**src/rtl/dac_spi_pkg.sv**
```systemverilog
// Shared types, default parameters and width helper for the DAC serial transmitter.
package dac_spi_pkg;

  typedef enum logic [1:0] {
    ST_IDLE  = 2'd0,
    ST_SHIFT = 2'd1,
    ST_GAP   = 2'd2
  } state_e;

  localparam int DEF_DATA_W  = 12;
  localparam int DEF_FRAME_W = 16;
  localparam int DEF_CLK_DIV = 2;
  localparam int DEF_GAP_CYC = 2;

  // Bits needed to hold a counter value up to max_val (never less than one bit).
  function automatic int cnt_w(input int max_val);
    return (max_val < 2) ? 1 : $clog2(max_val + 1);
  endfunction

endpackage

```
**src/rtl/dac_spi_tx_sclk_timer.sv**
```systemverilog
// SCLK half-period timer: produces the SCLK level and an end-of-bit pulse while enabled.
module sclk_timer
  import dac_spi_pkg::*;
#(
  parameter int CLK_DIV = DEF_CLK_DIV
) (
  input  logic clk_i,
  input  logic rst_ni,
  input  logic en_i,
  output logic phase_o,
  output logic bit_end_o
);

  localparam int HW = cnt_w(CLK_DIV - 1);
  localparam logic [HW-1:0] HALF_LAST = HW'(CLK_DIV - 1);

  logic [HW-1:0] half_q;
  logic          phase_q;

  // Count CLK cycles within each SCLK half; flip the level at every half boundary, park high when idle.
  always_ff @(posedge clk_i or negedge rst_ni) begin
    if (!rst_ni) begin
      half_q  <= '0;
      phase_q <= 1'b1;
    end else if (!en_i) begin
      half_q  <= '0;
      phase_q <= 1'b1;
    end else if (half_q == HALF_LAST) begin
      half_q  <= '0;
      phase_q <= ~phase_q;
    end else begin
      half_q  <= half_q + HW'(1);
    end
  end

  assign phase_o   = phase_q;
  // A bit ends on the last cycle of its low half.
  assign bit_end_o = en_i & ~phase_q & (half_q == HALF_LAST);

endmodule

```
**src/rtl/dac_spi_tx.sv**
```systemverilog
// Parallel-in, serial-out frame transmitter for an SPI-style DAC (MSB first, zero padded).
module dac_spi_tx
  import dac_spi_pkg::*;
#(
  parameter int DATA_W  = DEF_DATA_W,
  parameter int FRAME_W = DEF_FRAME_W,
  parameter int CLK_DIV = DEF_CLK_DIV,
  parameter int GAP_CYC = DEF_GAP_CYC
) (
  input  logic              CLK,
  input  logic              RESETN,
  input  logic [DATA_W-1:0] SAMPLE,
  input  logic              SAMPLE_VALID,
  output logic              SAMPLE_READY,
  output logic              SCLK,
  output logic              SYNC_N,
  output logic              DIN
);

  localparam int BW = cnt_w(FRAME_W - 1);
  localparam int GW = cnt_w(GAP_CYC - 1);
  localparam logic [BW-1:0] BIT_LAST = BW'(FRAME_W - 1);
  localparam logic [GW-1:0] GAP_LAST = GW'(GAP_CYC - 1);

  state_e             state_q;
  logic [FRAME_W-1:0] shift_q;
  logic [BW-1:0]      bit_q;
  logic [GW-1:0]      gap_q;
  logic               shift_en_s;
  logic               phase_s;
  logic               bit_end_s;

  assign shift_en_s = (state_q == ST_SHIFT);

  sclk_timer #(
    .CLK_DIV (CLK_DIV)
  ) u_sclk_timer (
    .clk_i     (CLK),
    .rst_ni    (RESETN),
    .en_i      (shift_en_s),
    .phase_o   (phase_s),
    .bit_end_o (bit_end_s)
  );

  // Frame sequencer: accept a sample in IDLE, shift it out bit by bit, then hold SYNC_N high for the gap.
  always_ff @(posedge CLK or negedge RESETN) begin
    if (!RESETN) begin
      state_q <= ST_IDLE;
      shift_q <= '0;
      bit_q   <= '0;
      gap_q   <= '0;
    end else begin
      case (state_q)
        ST_IDLE: begin
          if (SAMPLE_VALID) begin
            shift_q <= FRAME_W'(SAMPLE);
            bit_q   <= '0;
            state_q <= ST_SHIFT;
          end
        end
        ST_SHIFT: begin
          if (bit_end_s) begin
            shift_q <= {shift_q[FRAME_W-2:0], 1'b0};
            if (bit_q == BIT_LAST) begin
              bit_q   <= '0;
              gap_q   <= '0;
              state_q <= ST_GAP;
            end else begin
              bit_q   <= bit_q + BW'(1);
            end
          end
        end
        ST_GAP: begin
          if (gap_q == GAP_LAST) begin
            gap_q   <= '0;
            state_q <= ST_IDLE;
          end else begin
            gap_q   <= gap_q + GW'(1);
          end
        end
        default: begin
          state_q <= ST_IDLE;
          shift_q <= '0;
          bit_q   <= '0;
          gap_q   <= '0;
        end
      endcase
    end
  end

  // Outputs are pure decodes of registered state, so nothing from the inputs reaches the pins combinationally.
  assign SAMPLE_READY = (state_q == ST_IDLE);
  assign SYNC_N       = ~shift_en_s;
  assign DIN          = shift_en_s & shift_q[FRAME_W-1];
  assign SCLK         = phase_s;

endmodule

```
**config.mk**
```make
export PLATFORM = sky130hd
export DESIGN_NAME = dac_spi_tx
export DESIGN_NICKNAME = d
export VERILOG_FILES = /design/src/rtl/dac_spi_pkg.sv /design/src/rtl/dac_spi_tx_sclk_timer.sv /design/src/rtl/dac_spi_tx.sv
export SDC_FILE = /design/constraint.sdc
export NUM_CORES = 1
export LEC_CHECK = 0
export ABC_AREA = 1
export CAP_MARGIN = 20
export CORE_UTILIZATION = 52
export CTS_CLUSTER_DIAMETER = 120
export CTS_CLUSTER_SIZE = 12
export DETAILED_ROUTE_END_ITERATION = 10
export PLACE_DENSITY = 0.89
export SETUP_SLACK_MARGIN = 0.2
export SKIP_CTS_REPAIR_TIMING = 1
export SLEW_MARGIN = 0
export SYNTH_ARGS = -nofsm -noshare
export SYNTH_HDL_FRONTEND = slang
export SYNTH_HIERARCHICAL = 1
export SYNTH_SLANG_ARGS = --single-unit
```
**constraint.sdc**
```tcl
create_clock -name CLK -period 4.68 [get_ports CLK]
set_clock_uncertainty 0.1 [all_clocks]
set_input_delay 0.936 -clock CLK [delete_from_list [all_inputs] [get_ports CLK]]
set_output_delay 0.936 -clock CLK [all_outputs]
set_load 0.03 [all_outputs]
```
==> flow_summary.yaml <==
yosys:
  synth_area_per_cell_um2: 8.07
  syn_inst: 158
  synth_top_cell_by_area: "dfrtp_1"
  synth-seq-area-share_pct: 49.2
  synth_cell_type_count: 24
  yosysWarningCount: 6
  synth-seq-cells: 25
  syn_area_mm2: 0.00127
  synthesis.nets: 174
  synth.area.top_cells: "dfrtp_1 47%, nand2_1 16%, o21ai_0 7.1%, inv_1 5.9%, nand3_2 4.7%"
  netlist.area_leader.share_pct: 47.1
critical_path:
  cp-start-kind: "flop"
  r2r-start: "state_q[0]$_DFFE_PN0P_"
  critPathSlowestCell: "clkdlybuf4s50_1"
  slowest_delay_ns: 0.68
  path_max_fanout: 13
  reg2reg_slack_ns: 2.22
  cpMostUsedCell: "inv_2"
  crit_chain: "inv_2 -> nor2_2 -> inv_2 -> nor2_1 -> clkdlybuf4s50_1"
  cp_data_required_time_ns: 3.64
  crit_type: "flop to output port"
  worstSetupStartpoint: "state_q[0]$_DFFE_PN0P_"
  crit_arrival_ns: 2.34
  cp-end-kind: "output port"
sta:
  fmaxAchievable_ghz: 0.296
  setup_viol: 0
  hold_violations: 0
  fin_crit_sh_pct: 72.1
  layout_min_cycle_time_ns: 3.38
  rsz0062_at_grt: "false"
  fin_ws_ns: 1.30
  slew_violations: 0
  worstMarginPinSlew_ns: 0.605
  slew_headroom_pct: 59.6
  fin_tns_setup_ns: 0
grt:
  grt.overflow.total: 0
  grt_pass1_vias: 971
  grt_pass1_wl_um: 4150
  grt_max_degree: 30
  antenna_found_initial: 0
  grt_use_total_pct: 21.7
drt:
  dr.pass1.iters: 4
  dr_total_vias: 1032
  drt-vias-per-instance: 5.08
  wirelength_um: 2430
  drtIter0Drc: 29
  wl_per_cell_um: 11.9
  drc_errors: 0
  ant_nets: 0
hold_path:
  min_from: "u_sclk_timer/half_q$_DFF_PN0_"
  min_path_type: "flop to flop"
cts:
  cts_tree: "built"
  cts_root_buffer: "clkbuf_4"
  cts_buffers: 3
  htree_levels: 1
  clkTransAtPathRegs_ns: 0.14
  cts_sinks: 25
  clock_path_buffers: 2
  clk_latency_ns: 0.33
cells_and_area:
  layout_common_cells: "54 x nand2_1, 24 x dfrtp_1, 20 x inv_1, 18 x o21ai_0, 18 x clkdlybuf4s50_1"
  num_antenna_cells: 0
  mostFrequentLayoutCell: "nand2_1"
  register_area_um2: 627
  fin_nets: 192
  multi_input_area_um2: 508
  flow.area_growth_from_synthesis_pct: 16.9
  fillCellCount: 188
  post_route_cells_drive_above_1_share_pct: 12.6
  post-route-util_pct: 66.1
  fin_area_mm2: 0.00149
place:
  hpwl_um: 1690
  pre_cts_ws_ns: 1.70
  dpl_cell_area_mm2: 0.00143
  finalWeightedCongestion: 0.740
  port_buffers: 18
floorplan:
  coreArea_mm2: 0.00225
  fp.dieH_um: 51.5
  num_io_pins: 19
  start_util_pct: 56.5
  dieArea_mm2: 0.00265
  num_rows: 17
  die-width_um: 51.5
power_and_ir_drop:
  p_leak_nw: 0.729
  total_power_mw: 0.746
  peakVddDrop_mv: 0.347
  power_density_mw_per_mm2: 501
run:
  maxCapViolCount: 0
run_status:
  status: "finished clean"
==> registers in the layout, indices dropped and copies added, names as in the netlist <==
signal / cells
gap_q: 1
u_sclk_timer/phase_o: 1
state_q: 2
bit_q: 4
shift_q: 16
u_sclk_timer/half_q: 1
==> where the power goes <==
| part | leakage [nW] | total (mW) | switching (mW) | internal, mW |
|---|---|---|---|---|
| clock network | 0.0177 | 0.0979 | 0.0658 | 0.0321 |
| logic | 0.381 | 0.316 | 0.196 | 0.120 |
| registers | 0.330 | 0.333 | 0.0444 | 0.288 |
==> kinds of logic (layout without fill, tap and decap cells) <==
group,Yosys count,count (layout),synth area share [%]
DFF,25,25,49.2
xor gates and xnor gates,1,1,0.687
adders and majority gates,1,1,0.981
and+or+nand+nor,81,81,29.6
AOI/OAI and AO/OA,21,21,8.54
buffers and inverters,29,46,11.0
==> through the flow <==
stage / cells / hold slack [ns]
2_1_floorplan: 158 / 0.324
3_3_place_gp: 197 / 0.338
3_5_place_dp: 197 / 0.355
4_1_cts: 201 / 0.373
5_1_grt: 203 / 0.385
6_report: 203 / 0.371
==> worst max-delay path, delay by kind of cell, from the launching register on <==
family	cells	cell delay, ns
DFF	1	0.45
buffers and inverters	3	0.96
and+or+nand+nor	2	0.61
==> layer usage <==
metal / part of all wire [%] / global-route usage, % / wire, um
met5: 0 / 0 / 0
met4: 1.6 / 9.46 / 38
met3: 3.4 / 2.05 / 82
met2: 50 / 38.7 / 1220
met1: 45 / 26.6 / 1090
==> final timing paths <==
kind	endpoint	depth (start not counted)
max in group asynchronous	u_sclk_timer/phase_o$_DFFE_PN1P_	2
min in group asynchronous	shift_q[1]$_DFFE_PN0P_	1
worst max register to register	shift_q[9]$_DFFE_PN0P_	10
worst min register to register	u_sclk_timer/half_q$_DFF_PN0_	1
worst max-delay path	DIN	5
worst min-delay path	u_sclk_timer/half_q$_DFF_PN0_	1
==> synthesized netlist by cell type, drive strengths merged <==
master  count
nand2      55
dfrtp      24
inv        22
o21ai      21
nand3      11
nor2        9
buf         6
nand3b      2
or2         2
and2        1
clkbuf      1
dfstp       1
ha          1
nand4       1
xnor2       1
==> final cells by class <==
type	instances	area share, %
Timing Repair Buffer	20	14.1
Tap cell	28	2.35
Sequential cell	25	42.1
Inverter	22	5.54
Clock buffer	3	1.51
Multi-Input combinational cell	104	34.1
Clock inverter	1	0.336
Note: power is estimated with default switching activity, not from simulation.
